`config.mk`:
```
export PLATFORM = sky130hd
export DESIGN_NAME = cmpr_eq_arbiter_flat
export DESIGN_NICKNAME = d
export VERILOG_FILES = /design/src/rtl/cmpr_eq_arbiter_if.sv /design/src/rtl/cmpr_eq_arbiter.sv /design/src/flat_wrapper.sv
export SDC_FILE = /design/constraint.sdc
export NUM_CORES = 1
export LEC_CHECK = 0
export CAP_MARGIN = 20
export CORE_MARGIN = 1.5
export CORE_UTILIZATION = 44
export CTS_CLUSTER_SIZE = 28
export DETAILED_ROUTE_END_ITERATION = 10
export MAX_ROUTING_LAYER = met4
export PLACE_DENSITY = 0.84
export SLEW_MARGIN = 20
export SYNTH_ARGS = -nofsm -noshare
export SYNTH_HDL_FRONTEND = slang
export SYNTH_SLANG_ARGS = --single-unit
export TNS_END_PERCENT = 20
```
`constraint.sdc`:
```
create_clock -name clk -period 4.7 [get_ports clk]
set_input_delay 0.94 -clock clk [delete_from_list [all_inputs] [get_ports clk]]
set_output_delay 0.94 -clock clk [all_outputs]
set_load 0.005 [all_outputs]
```
`src/rtl/cmpr_eq_arbiter_if.sv`:
```
// Request/response bundle for the shared equality-compare slot.
// Handshake: a transfer happens on a rising edge where valid && ready; valid never waits on ready.
interface cmpr_eq_arbiter_if #(
    parameter int WIDTH   = 4,
    parameter int NUM_REQ = 4,
    parameter int ID_W    = 2
);
    logic [NUM_REQ-1:0]       req_valid;
    logic [NUM_REQ-1:0]       req_ready;
    logic [NUM_REQ*WIDTH-1:0] req_i0;
    logic [NUM_REQ*WIDTH-1:0] req_i1;
    logic [NUM_REQ-1:0]       req_pred;
    logic                     rsp_valid;
    logic                     rsp_ready;
    logic [ID_W-1:0]          rsp_id;
    logic [WIDTH-1:0]         rsp_o0;
    logic                     rsp_o0_enable;

    modport master (
        output req_valid, req_i0, req_i1, req_pred, rsp_ready,
        input  req_ready, rsp_valid, rsp_id, rsp_o0, rsp_o0_enable
    );

    modport slave (
        input  req_valid, req_i0, req_i1, req_pred, rsp_ready,
        output req_ready, rsp_valid, rsp_id, rsp_o0, rsp_o0_enable
    );
endinterface

```
`src/rtl/cmpr_eq_arbiter.sv`:
```
// Round-robin arbiter feeding one shared equality comparator through a
// two-stage (operand register, response register) pipeline with backpressure.
module cmpr_eq_arbiter #(
    parameter int WIDTH   = 4,
    parameter int NUM_REQ = 4,
    parameter int ID_W    = 2
) (
    input logic               clk,
    input logic               reset,
    cmpr_eq_arbiter_if.slave  bus
);
    logic             a_valid_q, a_valid_d;
    logic [WIDTH-1:0] a_i0_q, a_i0_d;
    logic [WIDTH-1:0] a_i1_q, a_i1_d;
    logic             a_pred_q, a_pred_d;
    logic [ID_W-1:0]  a_id_q, a_id_d;
    logic [ID_W-1:0]  rr_q, rr_d;
    logic             rsp_valid_q, rsp_valid_d;
    logic [ID_W-1:0]  rsp_id_q, rsp_id_d;
    logic [WIDTH-1:0] rsp_o0_q, rsp_o0_d;
    logic             rsp_en_q, rsp_en_d;

    logic               b_free, a_move, a_free, found, grant_fire;
    logic [NUM_REQ-1:0] hi_mask, masked, cand, grant_oh;
    logic [ID_W-1:0]    grant_id;
    logic [WIDTH-1:0]   sel_i0, sel_i1;
    logic               sel_pred;

    assign b_free     = !rsp_valid_q || bus.rsp_ready;
    assign a_move     = a_valid_q && b_free;
    assign a_free     = !a_valid_q || b_free;
    assign grant_fire = a_free && found && !reset;

    // Requesters at or above the pointer win first; otherwise wrap to the lowest index.
    always_comb begin
        hi_mask = '0;
        for (int k = 0; k < NUM_REQ; k++) begin
            hi_mask[k] = (ID_W'(k) >= rr_q);
        end
        masked   = bus.req_valid & hi_mask;
        cand     = (|masked) ? masked : bus.req_valid;
        found    = |cand;
        grant_id = '0;
        for (int k = NUM_REQ - 1; k >= 0; k--) begin
            if (cand[k]) grant_id = ID_W'(k);
        end
    end

    always_comb begin
        grant_oh = '0;
        sel_i0   = '0;
        sel_i1   = '0;
        sel_pred = 1'b0;
        for (int k = 0; k < NUM_REQ; k++) begin
            grant_oh[k] = grant_fire && (ID_W'(k) == grant_id);
            if (ID_W'(k) == grant_id) begin
                sel_i0   = bus.req_i0[k*WIDTH +: WIDTH];
                sel_i1   = bus.req_i1[k*WIDTH +: WIDTH];
                sel_pred = bus.req_pred[k];
            end
        end
    end

    always_comb begin
        a_valid_d   = a_valid_q;
        a_i0_d      = a_i0_q;
        a_i1_d      = a_i1_q;
        a_pred_d    = a_pred_q;
        a_id_d      = a_id_q;
        rr_d        = rr_q;
        rsp_valid_d = rsp_valid_q;
        rsp_id_d    = rsp_id_q;
        rsp_o0_d    = rsp_o0_q;
        rsp_en_d    = rsp_en_q;

        if (a_move) a_valid_d = 1'b0;
        if (grant_fire) begin
            a_valid_d = 1'b1;
            a_i0_d    = sel_i0;
            a_i1_d    = sel_i1;
            a_pred_d  = sel_pred;
            a_id_d    = grant_id;
            rr_d      = (grant_id == ID_W'(NUM_REQ - 1)) ? '0 : grant_id + ID_W'(1);
        end

        // A free response slot always takes whatever stage A holds, including nothing.
        if (b_free) begin
            rsp_valid_d = a_valid_q;
            if (a_valid_q) begin
                rsp_id_d    = a_id_q;
                rsp_o0_d    = '0;
                rsp_o0_d[0] = (a_i0_q == a_i1_q);
                rsp_en_d    = a_pred_q;
            end
        end
    end

    always_ff @(posedge clk) begin
        if (reset) begin
            a_valid_q   <= 1'b0;
            a_i0_q      <= '0;
            a_i1_q      <= '0;
            a_pred_q    <= 1'b0;
            a_id_q      <= '0;
            rr_q        <= '0;
            rsp_valid_q <= 1'b0;
            rsp_id_q    <= '0;
            rsp_o0_q    <= '0;
            rsp_en_q    <= 1'b0;
        end else begin
            a_valid_q   <= a_valid_d;
            a_i0_q      <= a_i0_d;
            a_i1_q      <= a_i1_d;
            a_pred_q    <= a_pred_d;
            a_id_q      <= a_id_d;
            rr_q        <= rr_d;
            rsp_valid_q <= rsp_valid_d;
            rsp_id_q    <= rsp_id_d;
            rsp_o0_q    <= rsp_o0_d;
            rsp_en_q    <= rsp_en_d;
        end
    end

    assign bus.req_ready     = grant_oh;
    assign bus.rsp_valid     = rsp_valid_q;
    assign bus.rsp_id        = rsp_id_q;
    assign bus.rsp_o0        = rsp_o0_q;
    assign bus.rsp_o0_enable = rsp_en_q;
endmodule

```
`src/flat_wrapper.sv`:
```
// flat-port wrapper written by rule: the top's interface ports become plain ports
module cmpr_eq_arbiter_flat 
#(
    parameter int WIDTH   = 4,
    parameter int NUM_REQ = 4,
    parameter int ID_W    = 2
)
  (clk, reset, bus_req_valid, bus_req_i0, bus_req_i1, bus_req_pred, bus_rsp_ready, bus_req_ready, bus_rsp_valid, bus_rsp_id, bus_rsp_o0, bus_rsp_o0_enable);
  cmpr_eq_arbiter_if #(.WIDTH(WIDTH), .NUM_REQ(NUM_REQ), .ID_W(ID_W)) bus_i ();
  input logic clk;
  input logic reset;
  input wire logic [$bits(bus_i.req_valid)-1:0] bus_req_valid;
  input wire logic [$bits(bus_i.req_i0)-1:0] bus_req_i0;
  input wire logic [$bits(bus_i.req_i1)-1:0] bus_req_i1;
  input wire logic [$bits(bus_i.req_pred)-1:0] bus_req_pred;
  input wire logic [$bits(bus_i.rsp_ready)-1:0] bus_rsp_ready;
  output wire logic [$bits(bus_i.req_ready)-1:0] bus_req_ready;
  output wire logic [$bits(bus_i.rsp_valid)-1:0] bus_rsp_valid;
  output wire logic [$bits(bus_i.rsp_id)-1:0] bus_rsp_id;
  output wire logic [$bits(bus_i.rsp_o0)-1:0] bus_rsp_o0;
  output wire logic [$bits(bus_i.rsp_o0_enable)-1:0] bus_rsp_o0_enable;
  assign bus_i.req_valid = bus_req_valid;
  assign bus_i.req_i0 = bus_req_i0;
  assign bus_i.req_i1 = bus_req_i1;
  assign bus_i.req_pred = bus_req_pred;
  assign bus_i.rsp_ready = bus_rsp_ready;
  assign bus_req_ready = bus_i.req_ready;
  assign bus_rsp_valid = bus_i.rsp_valid;
  assign bus_rsp_id = bus_i.rsp_id;
  assign bus_rsp_o0 = bus_i.rsp_o0;
  assign bus_rsp_o0_enable = bus_i.rsp_o0_enable;
  cmpr_eq_arbiter #(.WIDTH(WIDTH), .NUM_REQ(NUM_REQ), .ID_W(ID_W)) u_core (.clk(clk), .reset(reset), .bus(bus_i));
endmodule
```
==> out/results.tsv <==
stage	metric	value	unit
run_status	status	finished, final reports clean	
floorplanning	Ports	55	
cts	clock slew seen by the registers of the worst setup and hold paths	0.11	ns
setup_path	FF-to-FF Start	u_core.rr_q[1]	
power_and_ir_drop	Worst VDD drop	223	uV
route	wire per inst	12.5	um
cells_and_area	Finished Cell Area	0.00174	mm^2
setup_path	CP Depth	8	
yosys	total number of yosys warnings	0	
placement	Placed Area	0.00171	mm^2
yosys	Post-Syn Instances	160	
route	drt via density	5.44	
floorplanning	std cell rows	18	
cells_and_area	antenna diode count	0	
cells_and_area	final core occ	68.9	%
route	drt initial violations	48	
route	number of remaining DRC errors	0	
placement	gpl congestion	0.833	
floorplanning	initial core utilization	47.7	%
setup_path	reg2reg path depth	9	
cts	Post-CTS Setup Bufs	0	
route	via count	1283	
setup_path	CP max stage delay	0.56	ns
sta	FMAX	243	MHz
floorplanning	Core Region	0.00252	mm^2
yosys	syn_area_per_cell	7.52	um^2
setup_path	CP top delay family	buffers and inverters	
setup_path	CP max FO	10	
setup_path	CP Class	in2out	
setup_path	Cell Chain, Critical Path	clkdlybuf4s50_1 > a21oi_1 > o21ai_0 > o2bb2a_1 > inv_1 > ha_1 > and2_1 > clkdlybuf4s50_1	
cells_and_area	area grow syn2layout	44.5	%
sta	min cycle time layout	4.12	ns
yosys	sequential area share after synthesis	31.6	%
power_and_ir_drop	clock network fraction of design power	16.1	%
min_path	min-delay src	u_core.bus.rsp_o0[0]	
power_and_ir_drop	Comb pwr share	43.7	%
grt	antenna violations before repair	0	
floorplanning	chip width	55.3	um
grt	vias in the first global route	1172	
yosys	area of the mapped netlist	0.00120	mm^2
sta	final period utilization	87.6	%
power_and_ir_drop	Power Internal	337	uW
setup_path	Critical Path AT	3.18	ns
setup_path	Buf/Inv on CP	3	
sta	Hold Vio Cnt, Final	0	
placement	# port buffers	51	
setup_path	critical path's slowest cell	clkdlybuf4s50_1	
cts	H-tree depth reported by CTS	1	
cells_and_area	NumNets Final	254	
sta	Setup violations, final	0	
setup_path	startpoint class of the critical path	input port	
route	Detailed Routing Iterations Pass 1	4	
route	remaining antenna violation count after routing	0	
cts	CTS Root Cell	clkbuf_4	
setup_path	crit path launch	bus_req_valid[0]	
cts	cts repair resizes	0	
min_path	hold path endpoint	u_core.bus.rsp_o0[0]	
placement	DP HPWL	2.37	mm
grt	pin count of the biggest net entering global routing	20	
setup_path	Crit. End Element	output pin	
cts	Post-CTS Hold Fix Bufs	0	
sta	RSZ-0062 raised after global routing	false	
cts	worst skew pair latency	0.30	ns
power_and_ir_drop	sequential share of power	40.2	%
yosys	flops & latches, synth	19	
power_and_ir_drop	Leak	0.000728	uW
cells_and_area	share of cells above drive strength 1	7.28	%
setup_path	Worst R2R End	u_core.a_pred_q	
grt	Global Route Usage Sum	20.1	%
grt	global-route wire length before repair	4.91	mm
power_and_ir_drop	Power Density	298	mW/mm^2
sta	clock skew	0.00211	ns
power_and_ir_drop	Switching Share	34.9	%
min_path	worst hold path class	reg2reg	
setup_path	Reg2Reg Setup Slack	2.55	ns
power_and_ir_drop	NetSw	181	uW
floorplanning	die area	0.00306	mm^2
setup_path	CP most frequent cell	clkdlybuf4s50_1	
route	routed wire length	2.96	mm
sta	Setup TNS	0	ns
min_path	Hold Path Stages	2	
grt	grt ovf	0	
floorplanning	die extent in y	55.3	um
cts	CTS buffer count	3	
cts	Clock Sink Count	19	
cts	Clock Tree Buf Depth	2	
yosys	synth unique cells	34	
sta	Max Slew Vio Count	0	
cts	CTS tree	built	
setup_path	Worst Path Required	3.76	ns
flow_run	Max Cap Viol	0	
==> metrics by stage <==
step / worst slack (ns) / hold WS (ns) / instances / power (uW)
floorplan: 1.33 / 0.453 / 162 / 350
global placement: 0.705 / 0.444 / 232 / 427
detailed placement: 0.631 / 0.459 / 232 / 434
CTS: 0.613 / 0.474 / 236 / 519
global route: 0.486 / 0.505 / 236 / 559
finish: 0.583 / 0.470 / 236 / 517
==> worst min-delay path, cell delays in order (launching register included) <==
cell and delay, ns:
dfxtp_1 0.33, nand2_1 0.05, a21oi_1 0.05
==> routing by layer <==
layer / vias to the layer above / part of all wire, % / GRT usage (%)
met5: - / 0 / -
met4: 0 / 1.0 / 6.62
met3: 4 / 7.0 / 2.81
met2: 61 / 50 / 35.2
met1: 577 / 42 / 23.6
li1: 641 / - / -
==> cells in the final DEF, fill, tap and decap left out <==
cell	synthesis	final
a21boi_0	1	1
a211o_2	1	1
or2_2	1	1
o21ai_0	10	10
a21oi_1	41	41
xor2_1	2	2
nand2_1	14	14
o2bb2a_1	1	1
o22ai_1	1	1
nand2b_4	1	1
ha_1	4	4
clkbuf_4	0	3
and2_1	4	4
clkdlybuf4s50_1	0	51
a31o_2	1	1
nor2b_4	1	1
conb_1	1	3
nor3_1	1	1
or4_1	1	1
nor4_2	1	1
nor2_1	5	5
a22oi_1	9	9
a211oi_1	1	1
inv_1	14	14
nand3_1	1	1
a211oi_2	1	1
clkinv_2	0	1
buf_4	3	4
mux2i_1	4	4
nor3b_1	1	1
a32o_1	1	1
xnor2_1	2	2
dfxtp_1	19	19
==> worst max-delay path by stage <==
| stage | endpoint | slack, ns |
|---|---|---|
| after detailed placement | bus_req_ready[0] | 0.63 |
| after global placement | bus_req_ready[0] | 0.70 |
| after floorplan | bus_req_ready[3] | 1.33 |
| after global routing | bus_req_ready[0] | 0.49 |
| after CTS | bus_req_ready[0] | 0.61 |
| final | bus_req_ready[0] | 0.58 |
==> cells by family (layout without fill, tap and decap cells) <==
family / count (synthesis) / in the layout / share of synthesized area (%)
xor+xnor: 4 / 4 / 2.91
simple gates: 31 / 31 / 13.9
compound gates: 68 / 68 / 32.9
other cells: 1 / 3 / 0.312
flops: 19 / 19 / 31.6
buf+inv: 29 / 73 / 10.8
mux: 4 / 4 / 3.33
fa+ha+maj: 4 / 4 / 4.16
==> power groups by stage <==
| stage | Combinational [uW] | Clock (uW) | Sequential [uW] |
|---|---|---|---|
| 5_1_grt | 253 | 94.3 | 211 |
| 2_1_floorplan | 142 | 0 | 208 |
| 3_3_place_gp | 218 | 0 | 210 |
| 4_1_cts | 225 | 86.5 | 208 |
| 3_5_place_dp | 223 | 0 | 211 |
| 6_report | 226 | 83.3 | 208 |
==> cells in the mapped netlist <==
| cell type | number | area (um^2) |
|---|---|---|
| nor3b_1 | 1 | 7.51 |
| a32o_1 | 1 | 10.0 |
| xor2_1 | 2 | 17.5 |
| a31o_2 | 1 | 8.76 |
| dfxtp_1 | 19 | 380 |
| nand2b_4 | 1 | 13.8 |
| a211oi_2 | 1 | 12.5 |
| a21boi_0 | 1 | 7.51 |
| a21oi_1 | 41 | 205 |
| nor2b_4 | 1 | 13.8 |
| buf_1 | 1 | 3.75 |
| nand3_1 | 1 | 5.00 |
| xnor2_1 | 2 | 17.5 |
| a22oi_1 | 9 | 67.6 |
| a211oi_1 | 1 | 7.51 |
| nor4_2 | 1 | 12.5 |
| or2_2 | 1 | 6.26 |
| o22ai_1 | 1 | 6.26 |
| nand2_1 | 14 | 52.6 |
| buf_2 | 2 | 10.0 |
| a211o_2 | 1 | 10.0 |
| ha_1 | 4 | 50.1 |
| nor2_1 | 5 | 18.8 |
| o21ai_0 | 10 | 50.1 |
| conb_1 | 1 | 3.75 |
| nor3_1 | 1 | 5.00 |
| inv_1 | 14 | 52.6 |
| buf_6 | 1 | 11.3 |
| and2_1 | 4 | 25.0 |
| o2bb2a_1 | 1 | 10.0 |
| mux2i_1 | 4 | 40.0 |
| or4_1 | 1 | 7.51 |
| clkbuf_1 | 8 | 30.0 |
| buf_4 | 3 | 22.5 |
==> registers in the layout, indices dropped and copies added, names as in the netlist <==
name / count
u_core.a_i1_q: 4
u_core.bus.rsp_o0: 1
u_core.a_valid_q: 1
u_core.bus.rsp_o0_enable: 1
u_core.bus.rsp_id: 2
u_core.a_id_q: 2
u_core.a_i0_q: 4
u_core.rr_q: 2
u_core.a_pred_q: 1
u_core.bus.rsp_valid: 1
==> cell type report <==
type / instances / area [um^2]
fill: 207 / 785
multi-input combinational: 114 / 699
tap: 30 / 37.5
inverter: 14 / 52.6
sequential: 19 / 380
clock inverter: 1 / 5.00
clock buffer: 3 / 22.5
timing repair buffer: 55 / 541
No activity file was read; power rests on OpenSTA's default activity.
